<file path="src/rtl/vector_alu_sequencer_pkg.sv">
// Purpose : shared constants, types and helpers for the vector ALU sequencer.
// Latency : n/a (declarations only).
// Backpr. : n/a (declarations only).
package vector_alu_sequencer_pkg;

    // Vector geometry: 16 lanes of 8 bits, processed four lanes per beat.
    localparam int LANE_W         = 8;
    localparam int LANES_PER_BEAT = 4;
    localparam int NUM_LANES      = 16;
    localparam int BEATS          = NUM_LANES / LANES_PER_BEAT;

    localparam int BEAT_W     = LANE_W * LANES_PER_BEAT;   // one lane-slice word
    localparam int VEC_W      = LANE_W * NUM_LANES;        // whole vector
    localparam int BEAT_IDX_W = $clog2(BEATS);
    localparam int OP_W       = 5;

    localparam logic [OP_W-1:0] VEC_OP_NOP = 5'b00000;

    typedef enum logic [1:0] {
        IDLE = 2'd0,
        BUSY = 2'd1,
        DONE = 2'd2
    } vec_seq_state_t;

    typedef logic [BEAT_IDX_W-1:0] beat_idx_t;
    typedef logic [OP_W-1:0]       vec_op_t;
    typedef logic [VEC_W-1:0]      vec_dat_t;
    typedef logic [BEAT_W-1:0]     beat_dat_t;

    // Select the 32-bit slice of a vector that belongs to a given beat.
    function automatic beat_dat_t beat_slice(input vec_dat_t vec, input beat_idx_t beat);
        return vec[int'(beat) * BEAT_W +: BEAT_W];
    endfunction

endpackage

</file>
<file path="src/rtl/vector_alu_sequencer_if.sv">
// Purpose : bundles the execute-stage vector op, the lane-slice ALU link and
//           the result/stall signals of the vector ALU sequencer.
// Latency : n/a (wiring only).
// Backpr. : stall is the only hold signal; it travels sequencer -> pipeline front.
//
// Modports
//   master : pipeline + lane-slice ALU side (drives op/operands/flush/lane_result)
//   slave  : sequencer side (drives lane_* operands, result, stall, busy)
interface vector_alu_sequencer_if;
    import vector_alu_sequencer_pkg::*;

    // Op from the DecodeExecute register (operands already forwarded).
    logic      vec_start;
    logic      flush;
    vec_op_t   aluVectorOp_execute;
    vec_dat_t  srcA_vector;
    vec_dat_t  srcB_vector;

    // Link to the lane-slice ALU.
    vec_op_t   lane_op;
    beat_dat_t lane_srcA;
    beat_dat_t lane_srcB;
    beat_dat_t lane_result;

    // Towards ExecuteMemory and the pipeline front.
    vec_dat_t  result_vector;
    logic      result_valid;
    logic      stall;
    logic      busy;

    modport master (
        output vec_start, flush, aluVectorOp_execute, srcA_vector, srcB_vector,
        output lane_result,
        input  lane_op, lane_srcA, lane_srcB,
        input  result_vector, result_valid, stall, busy
    );

    modport slave (
        input  vec_start, flush, aluVectorOp_execute, srcA_vector, srcB_vector,
        input  lane_result,
        output lane_op, lane_srcA, lane_srcB,
        output result_vector, result_valid, stall, busy
    );

endinterface

</file>
<file path="src/rtl/vector_alu_sequencer.sv">
// Purpose : splits one 128-bit vector op into four 32-bit beats for the lane-slice ALU
//           and reassembles the 128-bit result.
// Latency : 5 cycles accept -> result_valid; 5-cycle throughput back-to-back.
// Backpr. : stall held in the accept cycle and every BUSY cycle; no stall in DONE.
//
// Ports
//   clk, reset : single clock, synchronous active-high reset
//   vif        : slave side of vector_alu_sequencer_if (op in, lane link, result out)
module vector_alu_sequencer
    import vector_alu_sequencer_pkg::*;
(
    input  logic                   clk,
    input  logic                   reset,
    vector_alu_sequencer_if.slave  vif
);

    vec_seq_state_t state_q, state_d;
    beat_idx_t      beat_q;
    vec_op_t        op_q;
    vec_dat_t       src_a_q;
    vec_dat_t       src_b_q;
    vec_dat_t       result_q;

    logic accept;
    logic last_beat;
    logic beat_wr;

    // An op is taken only from IDLE/DONE; reset and flush both veto it.
    always_comb begin
        accept = 1'b0;
        if (!reset && !vif.flush && vif.vec_start &&
            (vif.aluVectorOp_execute != VEC_OP_NOP) &&
            ((state_q == IDLE) || (state_q == DONE))) begin
            accept = 1'b1;
        end
    end

    assign last_beat = (beat_q == beat_idx_t'(BEATS - 1));

    // A flushed BUSY cycle does not write its beat; earlier beats stay put.
    assign beat_wr = (state_q == BUSY) && !vif.flush;

    // Next-state logic.
    always_comb begin
        state_d = state_q;
        case (state_q)
            IDLE: begin
                if (accept) begin
                    state_d = BUSY;
                end
            end
            BUSY: begin
                if (vif.flush) begin
                    state_d = IDLE;
                end else if (last_beat) begin
                    state_d = DONE;
                end
            end
            DONE: begin
                // Result is already complete, so a flush here only blocks the
                // next accept; it does not cancel result_valid.
                state_d = accept ? BUSY : IDLE;
            end
            default: begin
                state_d = IDLE;
            end
        endcase
    end

    // Outputs. Everything is forced quiet while reset is asserted so the
    // pipeline never sees a stall or result from the op being discarded.
    always_comb begin
        vif.lane_op       = VEC_OP_NOP;
        vif.lane_srcA     = '0;
        vif.lane_srcB     = '0;
        vif.stall         = 1'b0;
        vif.busy          = 1'b0;
        vif.result_valid  = 1'b0;
        vif.result_vector = result_q;

        if (!reset) begin
            vif.busy = (state_q != IDLE);

            case (state_q)
                IDLE: begin
                    vif.stall = accept;
                end
                BUSY: begin
                    vif.lane_op   = op_q;
                    vif.lane_srcA = beat_slice(src_a_q, beat_q);
                    vif.lane_srcB = beat_slice(src_b_q, beat_q);
                    // Releasing stall in the flush cycle lets the front of the
                    // pipeline refetch immediately.
                    vif.stall     = !vif.flush;
                end
                DONE: begin
                    // Stall stays low even when the next op is accepted: this
                    // is the single cycle where DecodeExecute and
                    // ExecuteMemory both advance.
                    vif.result_valid = 1'b1;
                end
                default: begin
                    vif.stall = 1'b0;
                end
            endcase
        end
    end

    // State, beat counter, operand latches and result assembly.
    always_ff @(posedge clk) begin
        if (reset) begin
            state_q  <= IDLE;
            beat_q   <= '0;
            op_q     <= VEC_OP_NOP;
            src_a_q  <= '0;
            src_b_q  <= '0;
            result_q <= '0;
        end else begin
            state_q <= state_d;

            if (accept) begin
                op_q    <= vif.aluVectorOp_execute;
                src_a_q <= vif.srcA_vector;
                src_b_q <= vif.srcB_vector;
                beat_q  <= '0;
            end else if ((state_q == BUSY) && vif.flush) begin
                beat_q <= '0;
            end else if (state_q == BUSY) begin
                // Wraps to 0 after the last beat, ready for the next op.
                beat_q <= beat_q + beat_idx_t'(1);
            end

            if (beat_wr) begin
                result_q[int'(beat_q) * BEAT_W +: BEAT_W] <= vif.lane_result;
            end
        end
    end

endmodule

</file>
<file path="src/flat_wrapper.sv">
// flat-port wrapper written by rule: the top's interface ports become plain ports
module vector_alu_sequencer_flat import vector_alu_sequencer_pkg::*;
  (clk, reset, vif_vec_start, vif_flush, vif_aluVectorOp_execute, vif_srcA_vector, vif_srcB_vector, vif_lane_result, vif_lane_op, vif_lane_srcA, vif_lane_srcB, vif_result_vector, vif_result_valid, vif_stall, vif_busy);
  vector_alu_sequencer_if vif_i ();
  input  logic clk;
  input  logic reset;
  input wire logic [$bits(vif_i.vec_start)-1:0] vif_vec_start;
  input wire logic [$bits(vif_i.flush)-1:0] vif_flush;
  input wire logic [$bits(vif_i.aluVectorOp_execute)-1:0] vif_aluVectorOp_execute;
  input wire logic [$bits(vif_i.srcA_vector)-1:0] vif_srcA_vector;
  input wire logic [$bits(vif_i.srcB_vector)-1:0] vif_srcB_vector;
  input wire logic [$bits(vif_i.lane_result)-1:0] vif_lane_result;
  output wire logic [$bits(vif_i.lane_op)-1:0] vif_lane_op;
  output wire logic [$bits(vif_i.lane_srcA)-1:0] vif_lane_srcA;
  output wire logic [$bits(vif_i.lane_srcB)-1:0] vif_lane_srcB;
  output wire logic [$bits(vif_i.result_vector)-1:0] vif_result_vector;
  output wire logic [$bits(vif_i.result_valid)-1:0] vif_result_valid;
  output wire logic [$bits(vif_i.stall)-1:0] vif_stall;
  output wire logic [$bits(vif_i.busy)-1:0] vif_busy;
  assign vif_i.vec_start = vif_vec_start;
  assign vif_i.flush = vif_flush;
  assign vif_i.aluVectorOp_execute = vif_aluVectorOp_execute;
  assign vif_i.srcA_vector = vif_srcA_vector;
  assign vif_i.srcB_vector = vif_srcB_vector;
  assign vif_i.lane_result = vif_lane_result;
  assign vif_lane_op = vif_i.lane_op;
  assign vif_lane_srcA = vif_i.lane_srcA;
  assign vif_lane_srcB = vif_i.lane_srcB;
  assign vif_result_vector = vif_i.result_vector;
  assign vif_result_valid = vif_i.result_valid;
  assign vif_stall = vif_i.stall;
  assign vif_busy = vif_i.busy;
  vector_alu_sequencer u_core (.clk(clk), .reset(reset), .vif(vif_i));
endmodule
</file>
<file path="config.mk">
export PLATFORM = sky130hd
export DESIGN_NAME = vector_alu_sequencer_flat
export DESIGN_NICKNAME = d
export VERILOG_FILES = /design/src/rtl/vector_alu_sequencer_pkg.sv /design/src/rtl/vector_alu_sequencer_if.sv /design/src/rtl/vector_alu_sequencer.sv /design/src/flat_wrapper.sv
export SDC_FILE = /design/constraint.sdc
export NUM_CORES = 1
export LEC_CHECK = 0
export CAP_MARGIN = 15
export CORE_AREA = 2 2 191 193
export CTS_BUF_LIST = sky130_fd_sc_hd__clkbuf_4 sky130_fd_sc_hd__clkbuf_8 sky130_fd_sc_hd__clkbuf_16
export DETAILED_ROUTE_END_ITERATION = 6
export DIE_AREA = 0 0 193 195
export PLACE_DENSITY = 0.81
export SLEW_MARGIN = 20
export SYNTH_ARGS = -nofsm -noshare
export SYNTH_HDL_FRONTEND = slang
export SYNTH_SLANG_ARGS = --single-unit
</file>
<file path="constraint.sdc">
create_clock -name clk -period 5.8 [get_ports clk]
set_input_delay 1.74 -clock clk [delete_from_list [all_inputs] [get_ports clk]]
set_output_delay 1.74 -clock clk [all_outputs]
set_load 0.01 [all_outputs]
</file>
==> results of run 1 <==
## metrics by stage
step	power, mW	worst slack, ns	hold WS, ns
finish	6.21	0.184	0.448
global route	6.44	0.0821	0.465
CTS	6.27	0.139	0.450
detailed placement	3.53	0.151	0.442
global placement	3.51	0.185	0.437
floorplan	3.22	1.17	0.476
## power groups by stage
| stage | clock, mW | sequential [mW] | combinational (mW) |
|---|---|---|---|
| 6_report | 2.74 | 2.87 | 0.602 |
| 5_1_grt | 2.91 | 2.88 | 0.646 |
| 4_1_cts | 2.80 | 2.87 | 0.607 |
| 3_5_place_dp | 0 | 2.92 | 0.602 |
| 3_3_place_gp | 0 | 2.92 | 0.591 |
| 2_1_floorplan | 0 | 2.90 | 0.315 |
## placed cells by master, fill, tap and decap left out, types with 3 or more instances in the layout
master,instances
clkbuf_16,45
mux2_2,82
nand4bb_1,4
and2_1,69
clkbuf_4,8
ha_1,6
nor3b_2,3
inv_1,3
diode_2,8
dfxtp_1,391
buf_12,7
mux2_1,179
mux4_2,64
a21oi_1,129
clkbuf_8,10
buf_4,26
nand2_1,129
nor4bb_4,4
nand3_1,128
clkinv_2,4
nor2b_1,261
clkdlybuf4s50_1,495
## cells by family after synthesis
group | count (synthesis) | synth area share (%)
AND/OR/NAND/NOR | 612 | 19.7
flip-flops | 393 | 45.5
multiplexers | 325 | 25.3
buffers and inverters | 146 | 5.04
AO/OA/AOI/OAI | 136 | 4.03
adder cells (fa/ha/maj) | 6 | 0.434
## state kept, by name (all words and copies together), names as in the netlist
signal                    flops
u_core.state_q                2
u_core.src_a_q              128
u_core.beat_q                 2
u_core.vif.result_vector    128
u_core.op_q                   5
u_core.src_b_q              128
## worst paths after layout
path         cells past startpoint                           end  slack [ns]                          from
max                              5                     vif_stall        0.18    vif_aluVectorOp_execute[0]
min                              2  u_core.vif.result_vector[90]        0.45  u_core.vif.result_vector[90]
max reg2reg                      6  u_core.vif.result_vector[12]        3.28              u_core.beat_q[1]
min reg2reg                      2  u_core.vif.result_vector[90]        0.45  u_core.vif.result_vector[90]
## critical path, delay by kind of cell
family          cells  cell delay [ns]
compound gates      2             0.55
buf+inv             2             0.95
simple gates        1             0.63
## layer usage
layer  track usage (%)  part of all wire [%]
met4              11.1                   4.2
met2              45.4                    49
met3              9.29                   9.6
met1              29.5                    37
met5                 0                 0.077
## cell type report
cell class | count | area (µm²) | share of cell area [%]
diodes | 8 | 20.0 | 0.0839
clock buffers | 63 | 1320 | 5.55
repair buffers | 529 | 5310 | 22.2
clock inverters | 10 | 113 | 0.472
well taps | 461 | 577 | 2.42
inverters | 3 | 11.3 | 0.0472
multi-input cells | 1079 | 8650 | 36.2
flip-flops and latches | 393 | 7880 | 33.0
==> out/qor.csv, run 1 <==
metric,value,unit
Routed WL per cell,19.9,µm
share of post-route cells with drive strength above 1,12.9,%
RSZ-0062 raised after global routing,false,
Most used DFF post-synth,dfxtp_1,
I/O pins,497,
post-route insts no fill,2546,
Die H,195,µm
Clock Latency Late Sink,0.56,ns
Synth Register Bits,393,
Starting Density,48.9,%
Synth warnings,0,
critical path required time,4.06,ns
post-route design area,0.0239,mm²
H-tree Lvls,2,
vias in the first global route,13985,
pin count of the biggest net entering global routing,182,
Setup crit start kind,input pin,
count of flip-flops with a built-in enable after synthesis,0,
die footprint,0.0376,mm²
Port Buf Inserts,496,
router iterations before antenna repair,7,
Commonest cells post-synth,"dfxtp_1 (393), nor2b_1 (261), mux2_1 (179)",
Worst VDD drop,212,µV
"Hold Vio Cnt, Final",0,
Leak Pwr,9.07,nW
NetSw,1.36,mW
CORE AREA,0.0354,mm²
CP max FO,3,
net count after synthesis,1921,
clk sinks,393,
final setup vio count,0,
Comb pwr share,9.7,%
total grt overflow,0,
final core utilization,67.4,%
Int Pwr,4.85,mW
Routed WL,50600,µm
min cycle time layout,5.62,ns
Setup crit end kind,primary output,
Root Buffer,clkbuf_16,
status,"finished, final reports clean",
CP dominant cell by count,clkdlybuf4s50_1,
Setup TNS,0,ns
CP arrival,3.88,ns
Post-CTS Setup Bufs,0,
skew final,0.0122,ns
area grow syn2layout,38.1,%
drt drc,0,
Rel. slew slack,30.6,%
Final nets,2351,
post-synth top area share,45.5,%
initial antenna violation count,12,
CP peak stage delay,0.63,ns
dpl hpwl,35100,µm
PwrDens,260,mW/mm²
sequence of cells on the critical path,clkdlybuf4s50_1 > or4_4 > o21ai_0 > a2111oi_0 > clkdlybuf4s50_1,
Filler cells,2644,
Tot GR Track Use,26.4,%
vias per inst,5.40,
"antenna viol nets, final",0,
Seq pwr share,46.2,%
placed cell count,2465,
final period utilization,96.8,%
Post-Synthesis Cells,1618,
worst hold-check path type,flip-flop to flip-flop,
first-pass GRT wire length,77500,µm
CP max-delay cell,or4_4,
GP Congestion,0.825,
post-cts resize count,0,
CTS Buf Count,42,
Die Span X,193,µm
Crit Path Class,input pin to primary output,
Sw Share,21.9,%
clk slew on worst S/H paths,0.06,ns
placed inst area,0.0224,mm²
Synth async-reset ratio,0,%
Clock Power Share,44.1,%
synth top area cells,"dfxtp_1 (45%), mux2_1 (12%), nor2b_1 (9.4%)",
CTS tree,yes,
Tightest Pin Transition,1.04,ns
CTS max path bufs,3,
syn_area_per_cell,10.7,µm²
register area share after synthesis,45.5,%
# rows,69,
max_cap viols,0,
Via Count,13760,
fmax,0.178,GHz
Synth cell types,35,
leading area contributor after synthesis,dfxtp_1,
DR iter-0 viols,781,
Final Max Slew Viols,0,
Netlist Area Pre-Place,0.0173,mm²
hold buffers post-CTS,0,
most numerous cell in the Yosys netlist,dfxtp_1,
No activity file was read; power rests on OpenSTA's default activity.
==> inputs of run 2 (changes only) <==
==> constraint.sdc (replaced) <==
create_clock -name clk -period 5.8 [get_ports clk]
set_input_delay 0.58 -clock clk [delete_from_list [all_inputs] [get_ports clk]]
set_output_delay 0.58 -clock clk [all_outputs]
set_load 0.01 [all_outputs]
==> run 2 against run 1 <==
Compared with the run above:
- flip-flop and latch count is the same
- die area is the same
- register-to-register slack lost 0.51 ns
- count of clock-buffer cells in the layout shrank 1
- critical path depth shrank 1
- hold slack is essentially flat
- total power grew 1.1%
- routed wire length shrank 0.55%
- combinational power shrank 3%
- maximum frequency grew 38%
- clock power grew 3%
- critical path type is now flip-flop to primary output
==> out/qor.csv, run 2 (synthesis results as in run 1) <==
metric,value,unit,change
Tot GR Track Use,25.9,%,-0.49 points
CTS max path bufs,3,,unchanged
DR iter-0 viols,637,,-18%
Setup crit end kind,primary output,,
dpl hpwl,34400,µm,-2.1%
total grt overflow,0,,unchanged
Port Buf Inserts,496,,unchanged
max_cap viols,0,,unchanged
most frequent cells in the layout,"clkdlybuf4s50_1 (495), dfxtp_1 (391), nor2b_1 (261)",,
I/O pins,497,,unchanged
vias in the first global route,13748,,-1.7%
PwrDens,264,mW/mm²,+1.3%
Rel. slew slack,28.7,%,-1.9 points
Routed WL,50300,µm,-0.55%
Post-CTS Setup Bufs,0,,unchanged
placed inst area,0.0223,mm²,-0.59%
CTS tree,yes,,
H-tree Lvls,2,,unchanged
Final Max Slew Viols,0,,unchanged
Filler cells,2662,,+0.68%
final period utilization,70.0,%,-27 points
Die Span X,193,µm,unchanged
vias per inst,5.35,,-0.98%
Routed WL per cell,19.8,µm,-0.24%
CP arrival,3.48,ns,-0.40 ns
hold buffers post-CTS,0,,unchanged
Setup TNS,0,ns,unchanged
CORE AREA,0.0354,mm²,unchanged
Starting Density,48.9,%,unchanged
GP Congestion,0.834,,+1.0%
post-route design area,0.0238,mm²,-0.28%
CTS Buf Count,44,,+4.8%
"commonest non-fill, non-tap cell in the layout",clkdlybuf4s50_1,,
Clock Latency Late Sink,0.54,ns,-0.02 ns
critical path required time,5.22,ns,+1.16 ns
Worst VDD drop,246,µV,+16%
Leak Pwr,9.03,nW,-0.35%
Root Buffer,clkbuf_16,,
final setup vio count,0,,unchanged
Final nets,2341,,-0.43%
CP max FO,39,,+36
# rows,69,,unchanged
Tightest Pin Transition,1.07,ns,+0.0290 ns
"Hold Vio Cnt, Final",0,,unchanged
Crit Path Class,flip-flop to primary output,,
die footprint,0.0376,mm²,unchanged
post-route insts no fill,2538,,-0.31%
skew final,0.0163,ns,+0.00405 ns
router iterations before antenna repair,5,,-2
RSZ-0062 raised after global routing,false,,
clk slew on worst S/H paths,0.06,ns,about the same
Via Count,13582,,-1.3%
clk sinks,393,,unchanged
worst hold-check path type,flip-flop to flip-flop,,
post-cts resize count,0,,unchanged
Die H,195,µm,unchanged
status,"finished, final reports clean",,
drt drc,0,,unchanged
pin count of the biggest net entering global routing,159,,-13%
"antenna viol nets, final",0,,unchanged
area grow syn2layout,37.7,%,
min cycle time layout,4.06,ns,-1.56 ns
initial antenna violation count,12,,unchanged
Setup crit start kind,flip-flop,,
total design power,6.28,mW,+1.1%
first-pass GRT wire length,76200,µm,-1.6%
share of post-route cells with drive strength above 1,12.5,%,-0.38 points
placed cell count,2453,,-0.49%
fmax,0.246,GHz,+38%
## run 2: power by group
| part | internal, mW | switching, mW |
|---|---|---|
| Sequential | 2.81 | 0.0607 |
| Combinational | 0.370 | 0.216 |
| Clock | 1.73 | 1.09 |
| Total | 4.91 | 1.37 |
## run 2: area by class of cell
type | count | area, µm² | area share (%)
multi-input combinational | 1079 | 8650 | 36.4
sequential | 393 | 7880 | 33.1
timing repair buffer | 517 | 5180 | 21.7
clock buffer | 62 | 1330 | 5.60
tap | 461 | 577 | 2.42
clock inverter | 14 | 155 | 0.652
antenna | 9 | 22.5 | 0.0946
inverter | 3 | 11.3 | 0.0473
## run 2: path summary, 6_finish.rpt
path | start | end | slack, ns | cells past startpoint
max | u_core.beat_q[0] | vif_lane_srcB[31] | 1.74 | 4
min | u_core.vif.result_vector[27] | u_core.vif.result_vector[27] | 0.45 | 2
max reg2reg | u_core.beat_q[0] | u_core.vif.result_vector[29] | 2.77 | 6
min reg2reg | u_core.vif.result_vector[27] | u_core.vif.result_vector[27] | 0.45 | 2
## run 2: routing by layer
layer  up-vias  part of all wire [%]  wire (µm)  track usage [%]
li1       6400                     -          -                -
met1      6500                    37      18500             28.8
met2       560                    49      24600             44.8
met3       120                    10       5020             8.61
met4         2                   4.3       2140             11.4
met5         -                 0.026         13                0
## run 2: per-stage QoR
step / hold slack (ns) / utilization, % / worst slack [ns]
after global placement: 0.438 / 62.9 / 2.08
final: 0.449 / 67.3 / 1.74
after CTS: 0.451 / 67.2 / 1.59
after global routing: 0.464 / 67.2 / 1.48
after floorplan: 0.476 / - / 3.32
after detailed placement: 0.443 / 63.0 / 2.03
## run 2: critical path, cell delays in order (launching register included)
cell and delay [ns]:
dfxtp_4 0.85, buf_4 0.72, mux4_2 0.59, and2_1 0.18
clkdlybuf4s50_1 0.55
